===== src/rtl/mac_operand_feeder_if.sv =====
// Operand/result bundle between the operand streamers, mac_operand_feeder and the 36-tap MAC.
// Master is the streamer/MAC side; slave is the feeder.
interface mac_operand_feeder_if #(
  parameter int unsigned IN_WIDTH          = 16,
  parameter int unsigned ACCUMULATOR_WIDTH = 32,
  parameter int unsigned NUM_TAPS          = 36
);
  logic signed [IN_WIDTH-1:0]          i_in;
  logic signed [IN_WIDTH-1:0]          k_in;
  logic                                in_valid;
  logic                                in_ready;
  logic                                in_last;
  logic [NUM_TAPS-1:0][IN_WIDTH-1:0]   mac_i_out;
  logic [NUM_TAPS-1:0][IN_WIDTH-1:0]   mac_k_out;
  logic signed [ACCUMULATOR_WIDTH-1:0] mac_result_in;
  logic signed [ACCUMULATOR_WIDTH-1:0] result_out;
  logic                                result_valid;
  logic                                result_ready;

  modport master (
    output i_in, k_in, in_valid, in_last, mac_result_in, result_ready,
    input  in_ready, mac_i_out, mac_k_out, result_out, result_valid
  );

  modport slave (
    input  i_in, k_in, in_valid, in_last, mac_result_in, result_ready,
    output in_ready, mac_i_out, mac_k_out, result_out, result_valid
  );
endinterface


===== src/rtl/mac_operand_feeder.sv =====
// Packs operand pairs into 36-tap MAC operand registers, waits out the MAC latency, returns result.
// Optional macro FEEDER_ZERO_PAD_EN: in_last ends a short dot product and zeroes the remaining taps.
module mac_operand_feeder #(
  parameter int unsigned IN_WIDTH          = 16,
  parameter int unsigned ACCUMULATOR_WIDTH = 32,
  parameter int unsigned NUM_TAPS          = 36,
  parameter int unsigned MAC_LATENCY       = 3
) (
  input logic                 clk,
  input logic                 rst_in,
  mac_operand_feeder_if.slave bus
);
  localparam int unsigned CntW = $clog2(NUM_TAPS);
  localparam int unsigned LatW = $clog2(MAC_LATENCY + 1);
  localparam logic [CntW-1:0] LastTap = CntW'(NUM_TAPS - 1);
  localparam logic [LatW-1:0] LatDone = LatW'(MAC_LATENCY);

  typedef enum logic [1:0] {StFill, StWait, StHold} state_e;

  state_e                               r_state, w_state_next;
  logic [CntW-1:0]                      r_tap_cnt, w_tap_cnt_next;
  logic [LatW-1:0]                      r_lat_cnt, w_lat_cnt_next;
  logic [NUM_TAPS-1:0][IN_WIDTH-1:0]    r_i_taps, w_i_taps_next;
  logic [NUM_TAPS-1:0][IN_WIDTH-1:0]    r_k_taps, w_k_taps_next;
  logic signed [ACCUMULATOR_WIDTH-1:0]  r_result, w_result_next;
  // Keeps in_ready low while reset is held and until the first edge after release.
  logic                                 r_run;
  logic                                 w_fire;
  logic                                 w_short_last;

`ifdef FEEDER_ZERO_PAD_EN
  assign w_short_last = bus.in_last;
`else
  logic w_unused_in_last;
  assign w_unused_in_last = bus.in_last;
  assign w_short_last     = 1'b0;
`endif

  assign w_fire = (r_state == StFill) && r_run && bus.in_valid;

  always_comb begin
    w_state_next   = r_state;
    w_tap_cnt_next = r_tap_cnt;
    w_lat_cnt_next = r_lat_cnt;
    w_i_taps_next  = r_i_taps;
    w_k_taps_next  = r_k_taps;
    w_result_next  = r_result;
    unique case (r_state)
      StFill: begin
        if (w_fire) begin
          w_i_taps_next[r_tap_cnt] = bus.i_in;
          w_k_taps_next[r_tap_cnt] = bus.k_in;
          if ((r_tap_cnt == LastTap) || w_short_last) begin
            w_tap_cnt_next = '0;
            w_lat_cnt_next = '0;
            w_state_next   = StWait;
          end else begin
            w_tap_cnt_next = r_tap_cnt + 1'b1;
          end
          // Short dot product: taps beyond the last written one contribute nothing.
          for (int unsigned t = 0; t < NUM_TAPS; t++) begin
            if (w_short_last && (CntW'(t) > r_tap_cnt)) begin
              w_i_taps_next[t] = '0;
              w_k_taps_next[t] = '0;
            end
          end
        end
      end
      StWait: begin
        if (r_lat_cnt == LatDone) begin
          w_result_next = bus.mac_result_in;
          w_state_next  = StHold;
        end else begin
          w_lat_cnt_next = r_lat_cnt + 1'b1;
        end
      end
      StHold: begin
        if (bus.result_ready) begin
          w_state_next = StFill;
        end
      end
      default: w_state_next = StFill;
    endcase
  end

  always_ff @(posedge clk) begin
    if (rst_in) begin
      r_state   <= StFill;
      r_tap_cnt <= '0;
      r_lat_cnt <= '0;
      r_i_taps  <= '0;
      r_k_taps  <= '0;
      r_result  <= '0;
      r_run     <= 1'b0;
    end else begin
      r_state   <= w_state_next;
      r_tap_cnt <= w_tap_cnt_next;
      r_lat_cnt <= w_lat_cnt_next;
      r_i_taps  <= w_i_taps_next;
      r_k_taps  <= w_k_taps_next;
      r_result  <= w_result_next;
      r_run     <= 1'b1;
    end
  end

  assign bus.in_ready     = (r_state == StFill) && r_run;
  assign bus.result_valid = (r_state == StHold);
  assign bus.result_out   = r_result;
  assign bus.mac_i_out    = r_i_taps;
  assign bus.mac_k_out    = r_k_taps;
endmodule


===== src/flat_wrapper.sv =====
// flat-port wrapper written by rule: the top's interface ports become plain ports
module mac_operand_feeder_flat 
#(
  parameter int unsigned IN_WIDTH          = 16,
  parameter int unsigned ACCUMULATOR_WIDTH = 32,
  parameter int unsigned NUM_TAPS          = 36,
  parameter int unsigned MAC_LATENCY       = 3
)
  (clk, rst_in, bus_i_in, bus_k_in, bus_in_valid, bus_in_last, bus_mac_result_in, bus_result_ready, bus_in_ready, bus_mac_i_out, bus_mac_k_out, bus_result_out, bus_result_valid);
  mac_operand_feeder_if #(.IN_WIDTH(IN_WIDTH), .ACCUMULATOR_WIDTH(ACCUMULATOR_WIDTH), .NUM_TAPS(NUM_TAPS)) bus_i ();
  input logic clk;
  input logic rst_in;
  input wire logic [$bits(bus_i.i_in)-1:0] bus_i_in;
  input wire logic [$bits(bus_i.k_in)-1:0] bus_k_in;
  input wire logic [$bits(bus_i.in_valid)-1:0] bus_in_valid;
  input wire logic [$bits(bus_i.in_last)-1:0] bus_in_last;
  input wire logic [$bits(bus_i.mac_result_in)-1:0] bus_mac_result_in;
  input wire logic [$bits(bus_i.result_ready)-1:0] bus_result_ready;
  output wire logic [$bits(bus_i.in_ready)-1:0] bus_in_ready;
  output wire logic [$bits(bus_i.mac_i_out)-1:0] bus_mac_i_out;
  output wire logic [$bits(bus_i.mac_k_out)-1:0] bus_mac_k_out;
  output wire logic [$bits(bus_i.result_out)-1:0] bus_result_out;
  output wire logic [$bits(bus_i.result_valid)-1:0] bus_result_valid;
  assign bus_i.i_in = bus_i_in;
  assign bus_i.k_in = bus_k_in;
  assign bus_i.in_valid = bus_in_valid;
  assign bus_i.in_last = bus_in_last;
  assign bus_i.mac_result_in = bus_mac_result_in;
  assign bus_i.result_ready = bus_result_ready;
  assign bus_in_ready = bus_i.in_ready;
  assign bus_mac_i_out = bus_i.mac_i_out;
  assign bus_mac_k_out = bus_i.mac_k_out;
  assign bus_result_out = bus_i.result_out;
  assign bus_result_valid = bus_i.result_valid;
  mac_operand_feeder #(.IN_WIDTH(IN_WIDTH), .ACCUMULATOR_WIDTH(ACCUMULATOR_WIDTH), .NUM_TAPS(NUM_TAPS), .MAC_LATENCY(MAC_LATENCY)) u_core (.clk(clk), .rst_in(rst_in), .bus(bus_i));
endmodule

===== config.mk =====
export PLATFORM = sky130hd
export DESIGN_NAME = mac_operand_feeder_flat
export DESIGN_NICKNAME = d
export VERILOG_FILES = /design/src/rtl/mac_operand_feeder_if.sv /design/src/rtl/mac_operand_feeder.sv /design/src/flat_wrapper.sv
export SDC_FILE = /design/constraint.sdc
export NUM_CORES = 2
export LEC_CHECK = 0
export ABC_CLOCK_PERIOD_IN_PS = 2100
export BUFFER_PORTS_ARGS = -buffer_cell sky130_fd_sc_hd__buf_2
export CORE_AREA = 2 2 485 487
export CTS_BUF_LIST = sky130_fd_sc_hd__clkbuf_16
export DETAILED_ROUTE_END_ITERATION = 10
export DIE_AREA = 0 0 487 489
export SETUP_SLACK_MARGIN = 0.4
export SKIP_CTS_REPAIR_TIMING = 1
export SYNTH_ARGS = -nofsm -noshare
export SYNTH_HDL_FRONTEND = slang
export SYNTH_SLANG_ARGS = --single-unit

===== constraint.sdc =====
create_clock -name clk -period 2.1 [get_ports clk]
set_clock_uncertainty 0.1 [all_clocks]
set_input_delay 0.42 -clock clk [delete_from_list [all_inputs] [get_ports clk]]
set_output_delay 0.42 -clock clk [all_outputs]
set_load 0.005 [all_outputs]

==> impl_metrics.csv <==
group,metric,value,unit
clocking,cts-root-buf,"clkbuf_16",
die,die_w,487,um
yosys,synth_seq_area_share,0.556,
pwr,power.total,48.6,mW
placed_design,dpl.hpwl,146000,um
global_route,overflow,0,
global_route,grt_pass1_vias,33985,
yosys,synth_seq_cells,1195,
pwr,p_leak,34.1,nW
sta,maxSlewHeadroom,0.587,
die,die_h,489,um
die,initial_core_util,0.184,
detailed_routing,firstDrtPassIters,5,
detailed_routing,vias,35674,
yosys,yosysTopAreaCellShare,0.556,
die,die_area,238000,um^2
die,row_count,178,
global_route,grt_max_degree,87,
global_route,antenna_found_initial,26,
min_path,hp-class,"in -> reg",
clocking,cts_tree,"built",
sta,setup_ws,-30.1,ps
global_route,grt_pass1_wl,269000,um
detailed_routing,post-route-drc-count,0,
yosys,syn_inst,4086,
yosys,synth_edf_count,0,
run_status,violations,"setup timing",
setup_path,cp.arrival,2680,ps
yosys,yosys-top-cells-count,"nand2_1 (1251), dfxtp_1 (1195), mux2i_1 (1152), clkbuf_1 (240), buf_4 (60)",
placed_design,dp.cells,8281,
sta,fmax,0.469,GHz
sta,tightest_slew,619,ps
yosys,synth_area_leaders,"dfxtp_1 (56%), mux2i_1 (27%), nand2_1 (11%)",
yosys,synth_nets,4157,
global_route,grt_use_total,0.161,
setup_path,crit_fanout,16,
sta,finalCritPeriodShare,1.01,
clocking,htree_levels,4,
placed_design,port_buffers,1253,
setup_path,crit_required,2650,ps
final_layout,post-route-util,0.264,
yosys,ys.flop_type,"dfxtp_1",
sta,setup-tns-final,-316,ps
clocking,clk_latency,790,ps
clocking,clk_pin_slew,60,ps
setup_path,endpoint_kind,"register",
final_layout,finalNonFillerCells,8681,
sta,maxSlewViolCount,0,
detailed_routing,drt_wl_total,212000,um
setup_path,critPathLaunchType,"register",
clocking,cts_sinks,1195,
final_layout,drive_gt1_frac,0.334,
yosys,yosysWarnings,0,
placed_design,globalplace.congestion,0.789,
yosys,syn_area,43000,um^2
setup_path,path_class,"reg -> reg",
final_layout,area_growth,43.0,%
sta,min_period,2130,ps
clocking,cts_inserted_buffers,135,
yosys,yosys.cell_types.count,41,
clocking,cts_max_path_buffers,3,
pwr,powerDensity,789,nW/um^2
detailed_routing,first_iter_violations,1887,
sta,setup_viol,25,
final_layout,nNetsFinal,5569,
run_status,status,"complete, but fails checks",
final_layout,stdcell_area,61600,um^2
yosys,yosysTopAreaCell,"dfxtp_1",
run,maxCapViolCount,0,
detailed_routing,antenna_left,0,
die,io_pins,1255,
die,core,234000,um^2
yosys,syn_avg_cell_area,10.5,um^2
yosys,yosys.cell_count.top_type,"nand2_1",
detailed_routing,wl_per_cell,24.4,um
placed_design,dpl-instance-area,55000,um^2
sta,finalHoldViolCount,0,
pwr,peakVddDrop,0.571,mV
yosys,async_flop_share,0,
detailed_routing,vias_per_cell,4.11,
sta,rsz0062_at_grt,"true",
-- report_power, final --
part / switching, mW / internal (mW) / total, mW
sequential: 0.0353 / 22.7 / 22.8
clock: 10.4 / 13.0 / 23.4
combinational: 1.73 / 0.712 / 2.44
total: 12.2 / 36.4 / 48.6
-- placed cells by master, fill, tap and decap left out, types with 15 or more instances in the layout --
master,netlist,routed
clkinv_2,0,15
buf_2,22,1250
nand2_4,0,30
buf_12,0,133
nand2_1,1251,1219
dlygate4sd3_1,0,47
mux2i_1,1152,1152
nand3_4,1,29
diode_2,0,16
inv_1,2,32
dfxtp_1,1195,1186
buf_4,60,145
clkbuf_16,0,166
buf_6,40,22
clkinv_1,0,26
a21oi_1,37,37
-- cell type report --
type,instances,area (um^2)
diodes,16,40.0
repair buffers,1638,11700
flip-flops and latches,1195,23900
clock inverters,106,860
multi-input cells,2525,17700
well taps,3060,3830
fillers,24599,172000
inverters,3,18.8
clock buffers,138,3450
-- worst paths after layout --
check                            startpoint                         to  slack, ps  cells after the start
setup reg to reg          u_core.r_state[0]  u_core.bus.mac_i_out[323]        -30                      8
hold / removal                  bus_i_in[9]  u_core.bus.mac_i_out[249]         30                      4
setup / recovery          u_core.r_state[0]  u_core.bus.mac_i_out[323]        -30                      8
hold reg to reg   u_core.bus.mac_k_out[250]  u_core.bus.mac_k_out[250]        350                      2
-- registers in the layout, summed over array words and instances, names as in the netlist --
signal / cells
u_core.bus.mac_i_out: 576
u_core.bus.mac_k_out: 576
u_core.bus.result_out: 32
u_core.r_tap_cnt: 6
u_core.r_lat_cnt: 2
u_core.r_state: 2
u_core.r_run: 1
-- logic make-up after synthesis --
family | Yosys count | synth area share
AND/OR/NAND/NOR | 1325 | 0.125
flip-flops | 1195 | 0.556
multiplexers | 1152 | 0.268
buffers and inverters | 366 | 0.0450
AO/OA/AOI/OAI | 45 | 0.00561
adder cells (fa/ha/maj) | 2 | 0.000581
XOR/XNOR | 1 | 0.000204
-- metal layers --
layer | vias to the layer above | part of all wire | track usage
li1 | 16301 | - | -
met4 | 2 | 0.051 | 0.0773
met2 | 1567 | 0.47 | 0.270
met3 | 365 | 0.072 | 0.0428
met1 | 17439 | 0.41 | 0.191
met5 | - | 0.000057 | 0
-- metrics by stage --
stage | hold slack (ps) | setup WS, ps
4_1_cts | -340 | -184
3_3_place_gp | 341 | -75.7
5_1_grt | -0.171 | -78.5
3_5_place_dp | 346 | -88.4
6_report | 25.3 | -30.1
2_1_floorplan | 351 | 415
-- worst max-delay path, cell delays in order, from the launching register on --
cell and delay, ps:
dfxtp_2 320, and4bb_4 420, buf_12 140, buf_6 100, buf_12 110, buf_8 110, nand4_4 220, buf_16 270
mux2i_1 150
Power figures use the tool's default switching activity.
